**src/rtl/alu_share_arbiter_pkg.sv**
```systemverilog
// Shared definitions for the two-requester ALU arbiter: ALUOp encodings,
// FSM state encoding and the opcode legality helper.
package alu_arb_pkg;

    localparam logic [3:0] OP_AND = 4'b0000;
    localparam logic [3:0] OP_OR  = 4'b0001;
    localparam logic [3:0] OP_ADD = 4'b0010;
    localparam logic [3:0] OP_SUB = 4'b0110;
    localparam logic [3:0] OP_NOR = 4'b1100;
    localparam logic [3:0] OP_SLL = 4'b1111;

    typedef enum logic [1:0] {
        IDLE = 2'd0,
        EXEC = 2'd1,
        RESP = 2'd2
    } state_t;

    function automatic logic op_legal(input logic [3:0] op);
        logic ok;
        case (op)
            OP_AND, OP_OR, OP_ADD, OP_SUB, OP_NOR, OP_SLL: ok = 1'b1;
            default:                                       ok = 1'b0;
        endcase
        return ok;
    endfunction

endpackage

```
**src/rtl/alu_share_arbiter_if.sv**
```systemverilog
// Requester-facing bus of the ALU arbiter: two request channels and a shared
// response channel steered by a per-requester valid bit.
interface alu_share_arbiter_if #(
    parameter int DATA_W = 64
);
    // Handshake: a transfer happens on a rising clk edge where valid[i] and
    // ready[i] are both 1; valid must not depend on ready, and the sender holds
    // its payload stable while valid is high and ready is low.
    logic [1:0]        req_valid;
    logic [1:0]        req_ready;
    logic [DATA_W-1:0] req_a0;
    logic [DATA_W-1:0] req_b0;
    logic [3:0]        req_op0;
    logic [DATA_W-1:0] req_a1;
    logic [DATA_W-1:0] req_b1;
    logic [3:0]        req_op1;

    logic [1:0]        resp_valid;
    logic [1:0]        resp_ready;
    logic [DATA_W-1:0] resp_result;
    logic              resp_zero;
    logic              resp_sign;
    logic              resp_err;

    modport master (
        output req_valid, req_a0, req_b0, req_op0, req_a1, req_b1, req_op1,
        output resp_ready,
        input  req_ready,
        input  resp_valid, resp_result, resp_zero, resp_sign, resp_err
    );

    modport slave (
        input  req_valid, req_a0, req_b0, req_op0, req_a1, req_b1, req_op1,
        input  resp_ready,
        output req_ready,
        output resp_valid, resp_result, resp_zero, resp_sign, resp_err
    );

endinterface

```
**src/rtl/alu_share_arbiter_rr_arb2.sv**
```systemverilog
// Two-way round-robin picker: a lone requester always wins; on contention the
// requester that was not granted last time wins.
module rr_arb2 (
    input  logic [1:0] req,
    input  logic       last_grant,
    output logic [1:0] grant,
    output logic       grant_id
);

    always_comb begin
        grant    = 2'b00;
        grant_id = 1'b0;
        case (req)
            2'b01: begin
                grant    = 2'b01;
                grant_id = 1'b0;
            end
            2'b10: begin
                grant    = 2'b10;
                grant_id = 1'b1;
            end
            2'b11: begin
                grant    = last_grant ? 2'b01 : 2'b10;
                grant_id = ~last_grant;
            end
            default: ;
        endcase
    end

endmodule

```
**src/rtl/alu_share_arbiter.sv**
```systemverilog
// Shares one combinational ALU between two requesters, one op in flight.
// Define ALU_ARB_OPCHK_EN to flag illegal ALUOps through resp_err.
module alu_share_arbiter
    import alu_arb_pkg::*;
#(
    parameter int DATA_W = 64,
    parameter int CNT_W  = 16
) (
    input  logic              clk,
    input  logic              reset_n,
    alu_share_arbiter_if.slave bus,
    output logic [DATA_W-1:0] alu_a,
    output logic [DATA_W-1:0] alu_b,
    output logic [3:0]        alu_op,
    input  logic [DATA_W-1:0] alu_result,
    input  logic              alu_zero,
    input  logic              alu_sign,
    output logic [CNT_W-1:0]  op_count,
    output state_t            dbg_state
);

    state_t     state;
    logic       last_grant;
    logic       grant_id;
    logic [1:0] pick;
    logic       pick_id;
    logic       op_bad;

    rr_arb2 u_rr (
        .req        (bus.req_valid),
        .last_grant (last_grant),
        .grant      (pick),
        .grant_id   (pick_id)
    );

    assign bus.req_ready = (state == IDLE) ? pick : 2'b00;
    assign dbg_state     = state;

`ifdef ALU_ARB_OPCHK_EN
    assign op_bad = ~op_legal(alu_op);
`else
    assign op_bad = 1'b0;
`endif

    // alu_a/alu_b/alu_op double as the operand registers; they hold outside EXEC.
    always_ff @(posedge clk or negedge reset_n) begin
        if (!reset_n) begin
            state           <= IDLE;
            last_grant      <= 1'b1;
            grant_id        <= 1'b0;
            alu_a           <= '0;
            alu_b           <= '0;
            alu_op          <= OP_AND;
            bus.resp_valid  <= 2'b00;
            bus.resp_result <= '0;
            bus.resp_zero   <= 1'b0;
            bus.resp_sign   <= 1'b0;
            bus.resp_err    <= 1'b0;
            op_count        <= '0;
        end else begin
            case (state)
                IDLE: begin
                    if (|(bus.req_valid & bus.req_ready)) begin
                        alu_a      <= pick_id ? bus.req_a1  : bus.req_a0;
                        alu_b      <= pick_id ? bus.req_b1  : bus.req_b0;
                        alu_op     <= pick_id ? bus.req_op1 : bus.req_op0;
                        grant_id   <= pick_id;
                        last_grant <= pick_id;
                        state      <= EXEC;
                    end
                end
                EXEC: begin
                    if (op_bad) begin
                        bus.resp_result <= '0;
                        bus.resp_zero   <= 1'b0;
                        bus.resp_sign   <= 1'b0;
                        bus.resp_err    <= 1'b1;
                    end else begin
                        bus.resp_result <= alu_result;
                        bus.resp_zero   <= alu_zero;
                        // The ALU's sign output is only meaningful for SUB.
                        bus.resp_sign   <= (alu_op == OP_SUB) & alu_sign;
                        bus.resp_err    <= 1'b0;
                    end
                    op_count       <= op_count + CNT_W'(1);
                    bus.resp_valid <= grant_id ? 2'b10 : 2'b01;
                    state          <= RESP;
                end
                RESP: begin
                    if (bus.resp_ready[grant_id]) begin
                        bus.resp_valid <= 2'b00;
                        state          <= IDLE;
                    end
                end
                default: state <= IDLE;
            endcase
        end
    end

endmodule

```
**src/flat_wrapper.sv**
```systemverilog
// flat-port wrapper written by rule: the top's interface ports become plain ports
module alu_share_arbiter_flat import alu_arb_pkg::*;
#(
    parameter int DATA_W = 64,
    parameter int CNT_W  = 16
)
  (clk, reset_n, alu_a, alu_b, alu_op, alu_result, alu_zero, alu_sign, op_count, dbg_state, bus_req_valid, bus_req_a0, bus_req_b0, bus_req_op0, bus_req_a1, bus_req_b1, bus_req_op1, bus_resp_ready, bus_req_ready, bus_resp_valid, bus_resp_result, bus_resp_zero, bus_resp_sign, bus_resp_err);
  alu_share_arbiter_if #(.DATA_W(DATA_W)) bus_i ();
  input  logic clk;
  input  logic reset_n;
  output logic [DATA_W-1:0] alu_a;
  output logic [DATA_W-1:0] alu_b;
  output logic [3:0] alu_op;
  input  logic [DATA_W-1:0] alu_result;
  input  logic alu_zero;
  input  logic alu_sign;
  output logic [CNT_W-1:0] op_count;
  output state_t dbg_state;
  input wire logic [$bits(bus_i.req_valid)-1:0] bus_req_valid;
  input wire logic [$bits(bus_i.req_a0)-1:0] bus_req_a0;
  input wire logic [$bits(bus_i.req_b0)-1:0] bus_req_b0;
  input wire logic [$bits(bus_i.req_op0)-1:0] bus_req_op0;
  input wire logic [$bits(bus_i.req_a1)-1:0] bus_req_a1;
  input wire logic [$bits(bus_i.req_b1)-1:0] bus_req_b1;
  input wire logic [$bits(bus_i.req_op1)-1:0] bus_req_op1;
  input wire logic [$bits(bus_i.resp_ready)-1:0] bus_resp_ready;
  output wire logic [$bits(bus_i.req_ready)-1:0] bus_req_ready;
  output wire logic [$bits(bus_i.resp_valid)-1:0] bus_resp_valid;
  output wire logic [$bits(bus_i.resp_result)-1:0] bus_resp_result;
  output wire logic [$bits(bus_i.resp_zero)-1:0] bus_resp_zero;
  output wire logic [$bits(bus_i.resp_sign)-1:0] bus_resp_sign;
  output wire logic [$bits(bus_i.resp_err)-1:0] bus_resp_err;
  assign bus_i.req_valid = bus_req_valid;
  assign bus_i.req_a0 = bus_req_a0;
  assign bus_i.req_b0 = bus_req_b0;
  assign bus_i.req_op0 = bus_req_op0;
  assign bus_i.req_a1 = bus_req_a1;
  assign bus_i.req_b1 = bus_req_b1;
  assign bus_i.req_op1 = bus_req_op1;
  assign bus_i.resp_ready = bus_resp_ready;
  assign bus_req_ready = bus_i.req_ready;
  assign bus_resp_valid = bus_i.resp_valid;
  assign bus_resp_result = bus_i.resp_result;
  assign bus_resp_zero = bus_i.resp_zero;
  assign bus_resp_sign = bus_i.resp_sign;
  assign bus_resp_err = bus_i.resp_err;
  alu_share_arbiter #(.DATA_W(DATA_W), .CNT_W(CNT_W)) u_core (.clk(clk), .reset_n(reset_n), .bus(bus_i), .alu_a(alu_a), .alu_b(alu_b), .alu_op(alu_op), .alu_result(alu_result), .alu_zero(alu_zero), .alu_sign(alu_sign), .op_count(op_count), .dbg_state(dbg_state));
endmodule
```
**config.mk**
```make
export PLATFORM = sky130hd
export DESIGN_NAME = alu_share_arbiter_flat
export DESIGN_NICKNAME = d
export VERILOG_FILES = /design/src/rtl/alu_share_arbiter_pkg.sv /design/src/rtl/alu_share_arbiter_if.sv /design/src/rtl/alu_share_arbiter_rr_arb2.sv /design/src/rtl/alu_share_arbiter.sv /design/src/flat_wrapper.sv
export SDC_FILE = /design/constraint.sdc
export NUM_CORES = 1
export LEC_CHECK = 0
export BUFFER_PORTS_ARGS = -buffer_cell sky130_fd_sc_hd__buf_2
export CAP_MARGIN = 20
export CELL_PAD_IN_SITES_DETAIL_PLACEMENT = 1
export CELL_PAD_IN_SITES_GLOBAL_PLACEMENT = 2
export CORE_AREA = 2 2 218 220
export CTS_BUF_LIST = sky130_fd_sc_hd__clkbuf_2
export CTS_CLUSTER_SIZE = 30
export DETAILED_ROUTE_END_ITERATION = 6
export DIE_AREA = 0 0 220 222
export GPL_TIMING_DRIVEN = 0
export PLACE_DENSITY_LB_ADDON = 0.1
export SETUP_SLACK_MARGIN = 0.1
export SYNTH_ARGS = -nofsm -noshare
export SYNTH_HDL_FRONTEND = slang
export SYNTH_SLANG_ARGS = --single-unit
```
**constraint.sdc**
```tcl
create_clock -name clk -period 3.3 [get_ports clk]
set_clock_uncertainty 0.05 [all_clocks]
set_input_delay 0.495 -clock clk [delete_from_list [all_inputs] [get_ports clk]]
set_output_delay 0.495 -clock clk [all_outputs]
set_load 0.005 [all_outputs]
```
# Word level (Yosys, flattened, before mapping)
# Cells that the tools add are included.
[word_totals]
wordCells = 44
out_inout_bits = 221
inputBits = 336
register_bits = 220
[op_classes]
n_addsub = 1
n_reduce_logical = 6
bitwise = 3
n_mux = 14
magnitude_cmp = 1
eq_ne = 8
[ops]
columns = ["cell", "n"]
rows = [
  ["2-to-1 mux 64 bit", 2],
  ["adder 16 x 1 -> 16 bit (second input constant)", 1],
  ["case mux 2 bit (3 select lines)", 2],
  ["2-to-1 mux 2 bit", 5],
  ["equality test 2 bit (second input constant)", 3],
  ["AND reduction 2 bit", 3],
  ["equality test 2 x 1 -> 1 bit (second input constant)", 2],
  ["equality test 4 x 3 -> 1 bit (second input constant)", 1],
  ["2-to-1 mux 4 bit", 1],
  ["case mux 2 bit (2 select lines)", 1],
  ["AND 2 bit", 1],
  ["logical NOT 2 bit", 1],
  ["less-than comparator 1 x 2 -> 1 bit (second input constant)", 1],
  ["2-to-1 mux 1 bit", 2],
  ["!= test 2 x 1 -> 1 bit (second input constant)", 1],
  ["!= test 2 bit (second input constant)", 1],
  ["case mux 1 bit (2 select lines)", 1],
  ["nonzero test 2 bit", 1],
  ["OR reduction 2 bit", 1],
  ["AND 1 bit", 1],
  ["NOT 1 bit", 1],
]

# Depth between registers and ports, before layout
# Gate-level depths: netlist (run 1).
[depth]
depth_word = 7
ltp_mapped = 7
mapped_depth_nobuf = 5

# Hierarchy
# A second synthesis (run 1) with hierarchy kept.
[hier_totals]
cells_unflattened = 811
area_unflattened_um2 = 9499.1
[by_module_without_submodules]
columns = ["module", "cells_each", "instances", "seq_area_each_um2", "area_per_inst_um2"]
rows = [
  ["alu_share_arbiter", 807, 1, 5506.5, 9472.8],
  ["rr_arb2", 4, 1, 0.0, 26.3],
]

# Worst setup path after synthesis (run 1)
# OpenSTA, ideal clock, no wires.
[synth_path]
kind = "input to output"
startpoint = "input port bus_req_valid[1]"
endpoint = "output port bus_req_ready[1]"
cell_stages = 5
n_path_buf = 3
arrival_time_ps = 1212
required_time_ps = 2755
setup_slack_ps = 1543
path_cell_list = "a21boi_1 -> buf_4 -> buf_12 -> buf_12 -> and2_1"
[synth_between]
elab_chain_len = 3
elab_cells_between_ends = 5
cone_classes = "3 x eq/ne; 2 x mux"
[synth_lines]
columns = ["element", "line", "text"]
rows = [
  ["from (decl)", "flat_wrapper.sv:19", "input wire logic [$bits(bus_i.req_valid)-1:0] bus_req_valid;"],
  ["equality test 2 bit / equality test 2 x 1 -> 1 bit (equally long branches)", "alu_share_arbiter_rr_arb2.sv:13", "case (req)"],
  ["case mux 2 bit (3 select lines) (*)", "alu_share_arbiter_rr_arb2.sv:13", ""],
  ["2-to-1 mux 2 bit (*)", "alu_share_arbiter.sv:36", "assign bus.req_ready = (state == IDLE) ? pick : 2'b00;"],
  ["to (decl)", "flat_wrapper.sv:27", "output wire logic [$bits(bus_i.req_ready)-1:0] bus_req_ready;"],
]
# Every way passes the cells marked *; elsewhere a longest branch is shown, timed or not.

# Worst setup path in the final report (run 1)
[layout_path]
startpoint = "register u_core.last_grant"
endpoint = "output port bus_req_ready[1]"
[layout_between]
elab_chain_len = 3
[layout_lines]
columns = ["element", "line", "text"]
rows = [
  ["from (decl)", "alu_share_arbiter.sv:23", "logic last_grant;"],
  ["from (signal assigned)", "alu_share_arbiter.sv:68", "last_grant <= pick_id;"],
  ["2-to-1 mux 2 bit", "alu_share_arbiter_rr_arb2.sv:23", "grant = last_grant ? 2'b01 : 2'b10;"],
  ["case mux 2 bit (3 select lines)", "alu_share_arbiter_rr_arb2.sv:13", ""],
  ["2-to-1 mux 2 bit", "alu_share_arbiter.sv:36", ""],
]
# No other way between the ends.

==> metrics.txt, run 1 <==
Worst Hold Launch=alu_result[51]; DRC errors left=0; Hold-fix buffers, CTS=339; Via density=4.15; WL final=43400 um; setup violators final=0; Slowest-stage cell, CP=dfstp_2; Mapped Cells=808; pre-CTS setup slack=1.06 ns; global placement routability congestion=0.734; # Max-Cap Violations=0; syn nets=1145; minimum clock period=2.95 ns; Pleak=8.34 nW; pwr/cell area=732 mW/mm^2; Max Root-Sink Buffers=3; share of layout cells above drive strength 1=39.6%; Die Wd=220 um; I/O pin count=557; max-slew violation count=0; ANT nets after route=0; dominant cells by area after synthesis=dfrtp_1 (57%), mux2i_1 (14%), mux2_1 (7.6%), a21oi_1 (7.1%), nor2_1 (5.4%); Final Hold Viols=0; endpoint class of the critical path=output pin; most frequent cells in the layout=buf_2 (576), dlygate4sd3_1 (338), dfrtp_1 (219), nor2_1 (139), a21oi_1 (136); initial antenna violation count=12; # H-tree levels=3; clk root buf=clkbuf_2; relative slew slack=62.5%; M1 WL=16000 um; hold path endpoint=u_core.bus.resp_result[51]; Area growth, synth to finish=79.7%; global-route wire length before repair=66500 um; post_cts resized=0; register area share after synthesis=57.2%; startpoint types=flop; vias in the first global route=11400; Port Buffers=555; CTS tree=built; WP data arrival=2.40 ns; Die Y=222 um; hold path cells=3; Reg-to-Reg Start=u_core.last_grant; fin nets=2113; effective utilization at floorplan=20.8%; FF-to-FF setup slack=1.07 ns; buffers and inverters on the worst path=4; Vias=10100; VDD IR max=246 uV; Final period util=89.3%; DP HPWL=31900 um; Post-Synthesis Cell Area=0.00962 sq mm; total die area=0.0488 sq mm; most used cell, CP=buf_12; status=finished clean; DRT Pass-1 Iters=5; HP Class=in2reg; share of Yosys cell area claimed by the top area cell type=57.0%; Clk Latency, worst-skew pair=0.94 ns; Critical Path Source=u_core.last_grant; R2R cell count=7; Post-CTS Setup Inserts=0; Max Fclk=0.339 GHz; Critical R2R Capture=u_core.alu_b[23]; clk slew on worst S/H paths=0.11 ns; flops & latches, synth=220; CP top delay family=buffers and inverters; met2 routed wirelength=22300 um; YS warnings=0; RSZ-0062 raised after global routing=false; Yosys cell types=41; CTS Buf Count=70; final global-route overflow total=0; Mapped Avg Cell Area=11.9 sq um; CP max FO=10; Max stage delay on crit path=0.56 ns; leading cell type in the layout, fill and taps excluded=buf_2; core area=0.0463 sq mm; overall power=0.0126 W; fin worst setup slack=0.353 ns; Avg WL per Cell=17.8 um; Crit Path Category=reg2out; num rows=79; largest net degree at the start of global routing=89; DR top layer=met5; clk sink count=220; WP data required=2.75 ns; Tightest Pin Transition=0.563 ns; DR WL met3=3600 um; Synth area leader=dfrtp_1; initial drt markers=267; crit path cell chain=a21boi_1 -> buf_4 -> buf_12 -> buf_12 -> and2_1 -> buf_2; GRT Total Usage=17.8%
[sequential cells by signal, indices dropped and copies added, names as in the netlist]
register,flops
u_core.alu_a,64
u_core.alu_b,64
u_core.bus.resp_result,64
u_core.grant_id,1
u_core.bus.resp_zero,1
u_core.alu_op,4
u_core.dbg_state,2
u_core.bus.resp_valid,2
u_core.bus.resp_sign,1
u_core.last_grant,1
u_core.op_count,16
[area by class of cell]
class	instances	area [sq um]
clock buffer	104	520
sequential	220	5510
timing repair buffer	896	6250
multi-input combinational	531	3680
clock inverter	20	113
tap	607	759
antenna	8	20.0
buffer	54	424
fill	5458	29000
inverter	3	11.3
[layer usage]
layer | up-vias | GRT usage [%]
li1 | 4784 | -
met1 | 4870 | 18.9
met2 | 373 | 31.5
met3 | 103 | 6.93
met4 | 12 | 7.01
met5 | - | 0
[tightest hold or removal path, stage by stage]
cell	delay, ns
dlygate4sd3_1	0.51
buf_2	0.09
mux2_1	0.11
[report_power, final]
group | switching, W | internal, W | leakage (nW)
Combinational | 0.00292 | 0.00276 | 5.33
Clock | 0.00135 | 0.000921 | 0.491
Sequential | 0.000699 | 0.00399 | 2.51
Total | 0.00497 | 0.00767 | 8.34
[synthesized netlist by cell type]
| cell type | instances |
|---|---|
| a211oi_1 | 1 |
| a21boi_1 | 1 |
| a21o_1 | 1 |
| a21oi_1 | 136 |
| a221oi_1 | 1 |
| a31o_2 | 1 |
| a31oi_1 | 1 |
| and2_1 | 1 |
| and3_1 | 2 |
| and4_1 | 1 |
| buf_12 | 8 |
| buf_2 | 22 |
| buf_4 | 15 |
| buf_6 | 1 |
| clkbuf_1 | 8 |
| conb_1 | 1 |
| dfrtp_1 | 219 |
| dfstp_2 | 1 |
| ha_1 | 1 |
| inv_1 | 3 |
| mux2_1 | 65 |
| mux2_2 | 1 |
| mux2i_1 | 132 |
| nand2_1 | 8 |
| nand2b_1 | 1 |
| nand3_1 | 4 |
| nand3b_1 | 1 |
| nand4_1 | 4 |
| nand4b_1 | 1 |
| nor2_1 | 139 |
| nor2_4 | 1 |
| nor2b_1 | 2 |
| nor3_1 | 1 |
| nor3b_1 | 1 |
| nor4_2 | 1 |
| o21a_4 | 1 |
| o21ai_0 | 3 |
| or2_1 | 1 |
| or3_1 | 1 |
| xnor2_1 | 11 |
| xor2_1 | 4 |
[logic make-up after synthesis]
| logic type | synth area share (%) |
|---|---|
| AO/OA/AOI/OAI | 7.87 |
| other | 0.0390 |
| multiplexers | 21.5 |
| flip-flops | 57.2 |
| buffers and inverters | 4.53 |
| adder cells (fa/ha/maj) | 0.130 |
| AND/OR/NAND/NOR | 7.36 |
| XOR/XNOR | 1.37 |
[metrics by stage]
step | std cells | setup TNS [ns] | area, sq um | hold slack (ns) | util, %
6_report | 2443 | 0 | 17300 | 0.224 | 37.4
5_1_grt | 2442 | 0 | 17300 | 0.0852 | 37.4
4_1_cts | 2435 | 0 | 17300 | 0.0589 | 37.3
3_5_place_dp | 1972 | 0 | 13200 | 0.419 | 28.6
3_3_place_gp | 1970 | -619.38 | 13200 | 0.408 | 28.4
2_1_floorplan | 808 | 0 | 9620 | 0.149 | -
[worst max-delay path by stage]
| stage | endpoint | slack [ns] | depth (start not counted) |
|---|---|---|---|
| after global routing | bus_req_ready[1] | 0.13 | 6 |
| final | bus_req_ready[1] | 0.35 | 6 |
| after floorplan | bus_req_ready[1] | 1.54 | 5 |
| after detailed placement | bus_req_ready[1] | 1.06 | 7 |
| after global placement | u_core.alu_b[19] | -2.85 | 1 |
| after CTS | bus_req_ready[1] | 0.18 | 6 |
(Power assumes the default switching activity.)
==> run 2, diff against run 1 <==
CORE_AREA = 2 2 217 219   (was 2 2 218 220)
DIE_AREA = 0 0 219 221   (was 0 0 220 222)
SYNTH_HIERARCHICAL = 1   (was unset)
==> run 2 against run 1 <==
Effect of this change:
- first-iteration DRC count is 7.9% lower
- worst hold slack worse by 0.024 ns
- utilization is 0.10 points lower
- fmax is 8.6% higher
- flip-flop and latch count stayed put
- synthesized area is 1.2% lower
- global-route usage is 0.53 points higher
- sequential power is 1% lower
- sequential share of layout area is 0.23 points higher
- total power is 3.5% lower
- critical endpoint is now u_core/alu_b[58]
- largest power group unchanged
==> metrics.txt, run 2 <==
Post-Layout Cell Count=2437 (-0.25%); fin worst setup slack=0.586 ns (+0.233 ns); register area share after synthesis=58.0% (+0.72 points); Yosys cell types=33 (-20%); most frequent cells in the layout=buf_2 (598), dlygate4sd3_1 (337), dfrtp_1 (219), a21oi_1 (137), nor2_1 (135); global-route wire length before repair=67400 um (+1.4%); Die Wd=219 um (-0.45%); overall power=0.0122 W (-3.5%); pre-CTS setup slack=0.754 ns (-0.304 ns); Synth Flop Type=dfrtp_1; Placed Instances=1975 (+0.15%); Pleak=8.39 nW (+0.63%); Max Fclk=0.368 GHz (+8.6%); Port Buffers=555 (unchanged); initial drt markers=246 (-7.9%); leading cell type in the layout, fill and taps excluded=buf_2; Clk Latency, worst-skew pair=0.99 ns (+0.05 ns); CTS Buf Count=71 (+1.4%); WL final=44500 um (+2.6%); clk root buf=clkbuf_2; area of the multi-input gates=0.00367 sq mm (-0.27%); most frequent cell after synthesis=dfrtp_1; fin nets=2116 (+0.14%); DRT Pass-1 Iters=4 (-1); largest registers=u_core/alu_a x64, u_core/alu_b x64, u_core/bus.resp_result x64; initial antenna violation count=11 (-1); ANT nets after route=0 (unchanged); number of synthesized flops with an enable pin=0 (unchanged); # Max-Cap Violations=0 (unchanged); Mapped Avg Cell Area=11.7 sq um (-1.6%); Area growth, synth to finish=80.7%; most common library cells after synthesis=dfrtp_1 (219), a21oi_1 (137), nor2_1 (135), mux2i_1 (132), mux2_2 (66); Worst Hold Launch=alu_result[17]; startpoint types=flop; DP HPWL=32900 um (+3.1%); GRT Total Usage=18.4% (+0.53 points); Post-Synthesis Cell Area=0.00950 sq mm (-1.2%); syn nets=1148 (+0.26%); Final Hold Viols=0 (unchanged); Via density=4.15 (about the same); Area after DPL=0.0131 sq mm (-0.91%); Avg WL per Cell=18.3 um (+2.8%); clk slew on worst S/H paths=0.09 ns (-0.02 ns); share of layout cells above drive strength 1=43.3% (+3.7 points); Filler cells=5404 (-0.99%); Mapped Cells=811 (+0.37%); minimum clock period=2.71 ns (-0.233 ns); HP Class=in2reg; effective utilization at floorplan=20.6% (-0.17 points); RSZ-0062 raised after global routing=false; setup violators final=0 (unchanged); flops & latches, synth=220 (unchanged); num rows=79 (unchanged); Critical Path Source=u_core/last_grant; VDD IR max=339 uV (+38%); YS warnings=6 (+6); largest net degree at the start of global routing=102 (+15%); DRC errors left=0 (unchanged); Max Root-Sink Buffers=3 (unchanged); Storage cell area=0.00551 sq mm (unchanged); max-slew violation count=0 (unchanged); Final period util=82.2% (-7.1 points); Die Y=221 um (-0.45%); endpoint class of the critical path=flop; final global-route overflow total=0 (unchanged); post_cts resized=0 (unchanged); CP max FO=10 (unchanged); CTS tree=built; Synth area leader=dfrtp_1; Reg-to-Reg Start=u_core/last_grant; final hold slack=0.200 ns (-0.0242 ns); clk sink count=220 (unchanged); global placement routability congestion=0.756 (+3.1%); share of Yosys cell area claimed by the top area cell type=57.7% (+0.72 points); Tightest Pin Transition=0.616 ns (+0.0539 ns); pwr/cell area=711 mW/mm^2 (-2.9%); WP data required=4.07 ns (+1.32 ns); vias in the first global route=11400 (-0.56%); I/O pin count=557 (unchanged); core area=0.0461 sq mm (-0.43%); total die area=0.0484 sq mm (-0.90%); Crit Path Category=reg2reg; relative slew slack=58.9% (-3.6 points); WP data arrival=3.49 ns (+1.09 ns); dominant cells by area after synthesis=dfrtp_1 (58%), mux2i_1 (14%), mux2_2 (7.8%), a21oi_1 (7.2%), nor2_1 (5.3%); final instance area=0.0172 sq mm (-0.70%); Synth async-reset ratio=100% (unchanged); status=finished clean; # H-tree levels=3 (unchanged); Vias=10100 (-0.17%)
run 2: changes by cell type after synthesis, sizes merged, moves of 2 or more:
cell | before | now
inv | 3 | 6
nor3 | 1 | 3
a21boi | 1 | 3
nand3 | 4 | 7
clkbuf | 8 | 2
nand2 | 8 | 6
o22ai | 0 | 2
nor3b | 1 | 3
buf | 46 | 54
nor2 | 140 | 135
run 2: through the flow:
stage,TNS (ns),util (%)
6_report,0,37.3
5_1_grt,0,37.3
4_1_cts,0,37.2
3_5_place_dp,0,28.4
3_3_place_gp,-616.05,28.3
2_1_floorplan,0,-
run 2: worst max-delay path: stages, from the launching register on:
cell	delay [ns]
dfstp_2	0.39
a21boi_0	0.15
buf_2	0.25
buf_2	0.34
buf_2	0.39
mux2i_1	0.28
dlygate4sd3_1	0.61
a21oi_1	0.07
run 2: final cells by class:
type,instances,area share (%)
repair buffers,895,36.3
flip-flops and latches,220,32.1
multi-input cells,529,21.4
well taps,607,4.42
clock buffers,100,2.92
plain buffers,56,1.76
clock inverters,16,0.897
inverters,6,0.131
diodes,8,0.117
run 2: per-layer routing:
metal | part of all wire, % | up-vias | global-route usage (%) | wire [um]
met4 | 2.2 | 12 | 5.78 | 972
met1 | 40 | 4866 | 20.8 | 17700
met5 | 0.17 | - | 0 | 75
li1 | - | 4789 | - | -
met3 | 8.5 | 75 | 7.31 | 3770
met2 | 49 | 383 | 31.5 | 22000
run 2: final timing paths:
| kind | end | slack [ns] | cells past startpoint |
|---|---|---|---|
| worst max-delay path | u_core/alu_b[58] | 0.59 | 7 |
| worst min-delay path | u_core/bus.resp_result[17] | 0.20 | 3 |
| worst max register to register | u_core/alu_b[58] | 0.59 | 7 |
| worst min register to register | u_core/op_count[15] | 0.43 | 1 |
| max in group asynchronous | u_core/last_grant | 1.56 | 5 |
| min in group asynchronous | u_core/alu_b[24] | 0.61 | 4 |
run 2: kinds of logic after synthesis:
kind of cell / Yosys count / share of synthesized area (%)
buffers and inverters: 62 / 3.42
AOI/OAI and AO/OA: 148 / 7.97
DFF: 220 / 58.0
other: 1 / 0.0395
muxes: 198 / 21.7
adders and majority gates: 1 / 0.132
xor gates and xnor gates: 15 / 1.38
and+or+nand+nor: 166 / 7.35
run 2: report_power, final:
group          total [W]  switching, W  internal (W)  leakage, nW
clock network    0.00237       0.00132       0.00104        0.487
logic            0.00521       0.00260       0.00261         5.39
registers        0.00463      0.000668       0.00396         2.51
run 2: timing repair:
item	in CTS	in global routing
hold buffers	337	0
setup buffers	0	0
endpoints found under the hold margin	421	0
==> run 3, diff against run 2 <==
CORE_AREA = 2 2 219 221   (was 2 2 217 219)
DIE_AREA = 0 0 221 223   (was 0 0 219 221)
clock period = 2.6 ns   (was 3.3 ns; I/O delays follow)
==> run 3 against run 2 <==
Effect of this change:
- final cell count is 2.1% higher
- critical endpoint is now bus_req_ready[0]
- first-iteration DRC count is 45% higher
- utilization is 0.28 points higher
- highest routed layer is now met4
- global-route usage is 0.54 points higher
- flip-flop and latch count stayed put
- worst hold slack worse by 0.034 ns
- largest power group unchanged
- die area is 1.8% higher
- sequential share of layout area is 0.97 points lower
- sequential power is 27% higher
==> metrics.txt, run 3 (synthesis gave the netlist of run 2 again) <==
status=finished clean; Storage cell area=0.00551 sq mm (unchanged); sw frac=37.9% (+0.24 points); global placement routability congestion=0.757 (about the same); leading cell type in the layout, fill and taps excluded=buf_2; pwr/cell area=883 mW/mm^2 (+24%); Die Y=223 um (+0.90%); endpoint class of the critical path=output pin; total die area=0.0493 sq mm (+1.8%); Reg-to-Reg Start=u_core/last_grant; final instance area=0.0177 sq mm (+3.1%); share of layout cells above drive strength 1=42.6% (-0.75 points); HP Class=in2reg; Max Fclk=0.410 GHz; initial drt markers=357 (+45%); most frequent cells in the layout=buf_2 (585), dlygate4sd3_1 (382), dfrtp_1 (219), a21oi_1 (137), nor2_1 (135); Final Hold Viols=0 (unchanged); Power Internal=0.00971 W (+28%); CTS Buf Count=70 (-1.4%); max-slew violation count=0 (unchanged); relative slew slack=60.5% (+1.6 points); Max stage delay on crit path=0.57 ns (-0.04 ns); largest registers=u_core/alu_a x64, u_core/alu_b x64, u_core/bus.resp_result x64; WP data required=2.16 ns (-1.91 ns); clock power share=19.7% (+0.3 points); Sw Pwr=0.00591 W (+29%); Slowest-stage cell, CP=dfstp_2; WP data arrival=2.00 ns (-1.49 ns); Worst Hold Launch=alu_result[5]; GRT Total Usage=18.9% (+0.54 points); I/O pin count=557 (unchanged); clk sink count=220 (unchanged); Avg WL per Cell=18.9 um (+3.3%); VDD IR max=420 uV (+24%); logic gate share of total power=42.7% (about the same); Max Root-Sink Buffers=3 (unchanged); Final period util=93.8%; Pleak=8.60 nW (+2.6%); post-layout util=37.5% (+0.28 points); minimum clock period=2.44 ns; Port Buffers=555 (unchanged); largest net degree at the start of global routing=107 (+4.9%); DP HPWL=32900 um (+0.17%); Tightest Pin Transition=0.592 ns (-0.0240 ns); DRT Pass-1 Iters=4 (unchanged); clk root buf=clkbuf_2; RSZ-0062 raised after global routing=true; # H-tree levels=3 (unchanged); final global-route overflow total=0 (unchanged); WL final=46900 um (+5.4%); vias in the first global route=11900 (+4.8%); # Max-Cap Violations=0 (unchanged); Vias=10400 (+2.5%); startpoint types=flop; Clk Latency, worst-skew pair=0.97 ns (-0.02 ns); num rows=80 (+1.3%); clk slew on worst S/H paths=0.09 ns (about the same); Via density=4.17 (+0.45%); Crit Path Category=reg2out; CP max FO=4 (-6); area of the multi-input gates=0.00368 sq mm (+0.24%); Critical Path Source=u_core/last_grant; Die Wd=221 um (+0.91%); Area after DPL=0.0131 sq mm (about the same); Filler cells=5457 (+0.98%); setup violators final=0 (unchanged); Seq pwr share=37.7% (-0.2 points); core area=0.0471 sq mm (+2.4%); crit path cell chain=inv_2 -> a21boi_2 -> nor3b_2 -> buf_2; CTS tree=built; initial antenna violation count=6 (-5); DRC errors left=0 (unchanged); Area growth, synth to finish=86.3%; effective utilization at floorplan=20.1% (-0.47 points); fin nets=2163 (+2.2%); global-route wire length before repair=71300 um (+5.8%); ANT nets after route=0 (unchanged)
==> run 3: area by class of cell <==
class / instances / share of cell area [%]
Antenna cell: 7 / 0.0990
Buffer: 56 / 1.90
Clock buffer: 100 / 2.83
Clock inverter: 12 / 0.870
Inverter: 6 / 0.127
Multi-Input combinational cell: 529 / 20.8
Sequential cell: 220 / 31.1
Tap cell: 615 / 4.35
Timing Repair Buffer: 943 / 37.9
==> run 3: what timing repair did <==
item | in CTS | in global routing
hold buffers | 382 | 0
endpoints found under the setup margin | 4 | 81
hold endpoints to repair | 421 | 0
cloned | 0 | 0
setup buffers | 2 | 1
pin swaps | 1 | 1
resized for setup | 5 | 13
==> run 3: layer usage <==
layer | wire (um) | vias to the layer above | global-route usage, % | part of all wire [%]
met4 | 1810 | 0 | 8.31 | 3.9
met1 | 18100 | 5011 | 20.8 | 39
met3 | 3440 | 104 | 6.69 | 7.3
met5 | 0 | - | 0 | 0
li1 | - | 4874 | - | -
met2 | 23500 | 394 | 32.8 | 50
==> run 3: worst max-delay path: cells and delay by family (launching register included) <==
family	cells	cell delay, ns
AOI/OAI and AO/OA	1	0.12
buffers and inverters	2	0.19
DFF	1	0.57
and+or+nand+nor	1	0.15
==> run 3: path summary, 6_finish.rpt <==
check                      slack, ns  depth (start not counted)                        end
min reg2reg                     0.43                          1        u_core/op_count[15]
max in group asynchronous       1.09                          5           u_core/alu_a[51]
max reg2reg                     0.27                          6           u_core/alu_b[22]
max                             0.16                          4           bus_req_ready[0]
min                             0.17                          3  u_core/bus.resp_result[5]
min in group asynchronous       0.54                          4  u_core/bus.resp_result[6]
==> run 3: through the flow <==
stage          worst slack, ns  cells  hold slack, ns  power [W]  TNS (ns)
2_1_floorplan            0.935    811          0.0444    0.00869         0
3_3_place_gp             -3.43   1981           0.413     0.0120   -746.05
3_5_place_dp           -0.0518   1983           0.195     0.0121   -0.0674
4_1_cts                -0.0364   2479         0.00549     0.0159   -0.0364
5_1_grt                 -0.109   2488          0.0235     0.0169    -0.211
6_report                 0.161   2488           0.166     0.0156         0
==> run 3: power groups by stage <==
stage	Combinational, W	Clock, W	Sequential (W)
final	0.00666	0.00307	0.00588
after global routing	0.00733	0.00345	0.00613
after CTS	0.00676	0.00327	0.00591
after detailed placement	0.00617	0	0.00595
after global placement	0.00611	0	0.00588
after floorplan	0.00266	0	0.00604
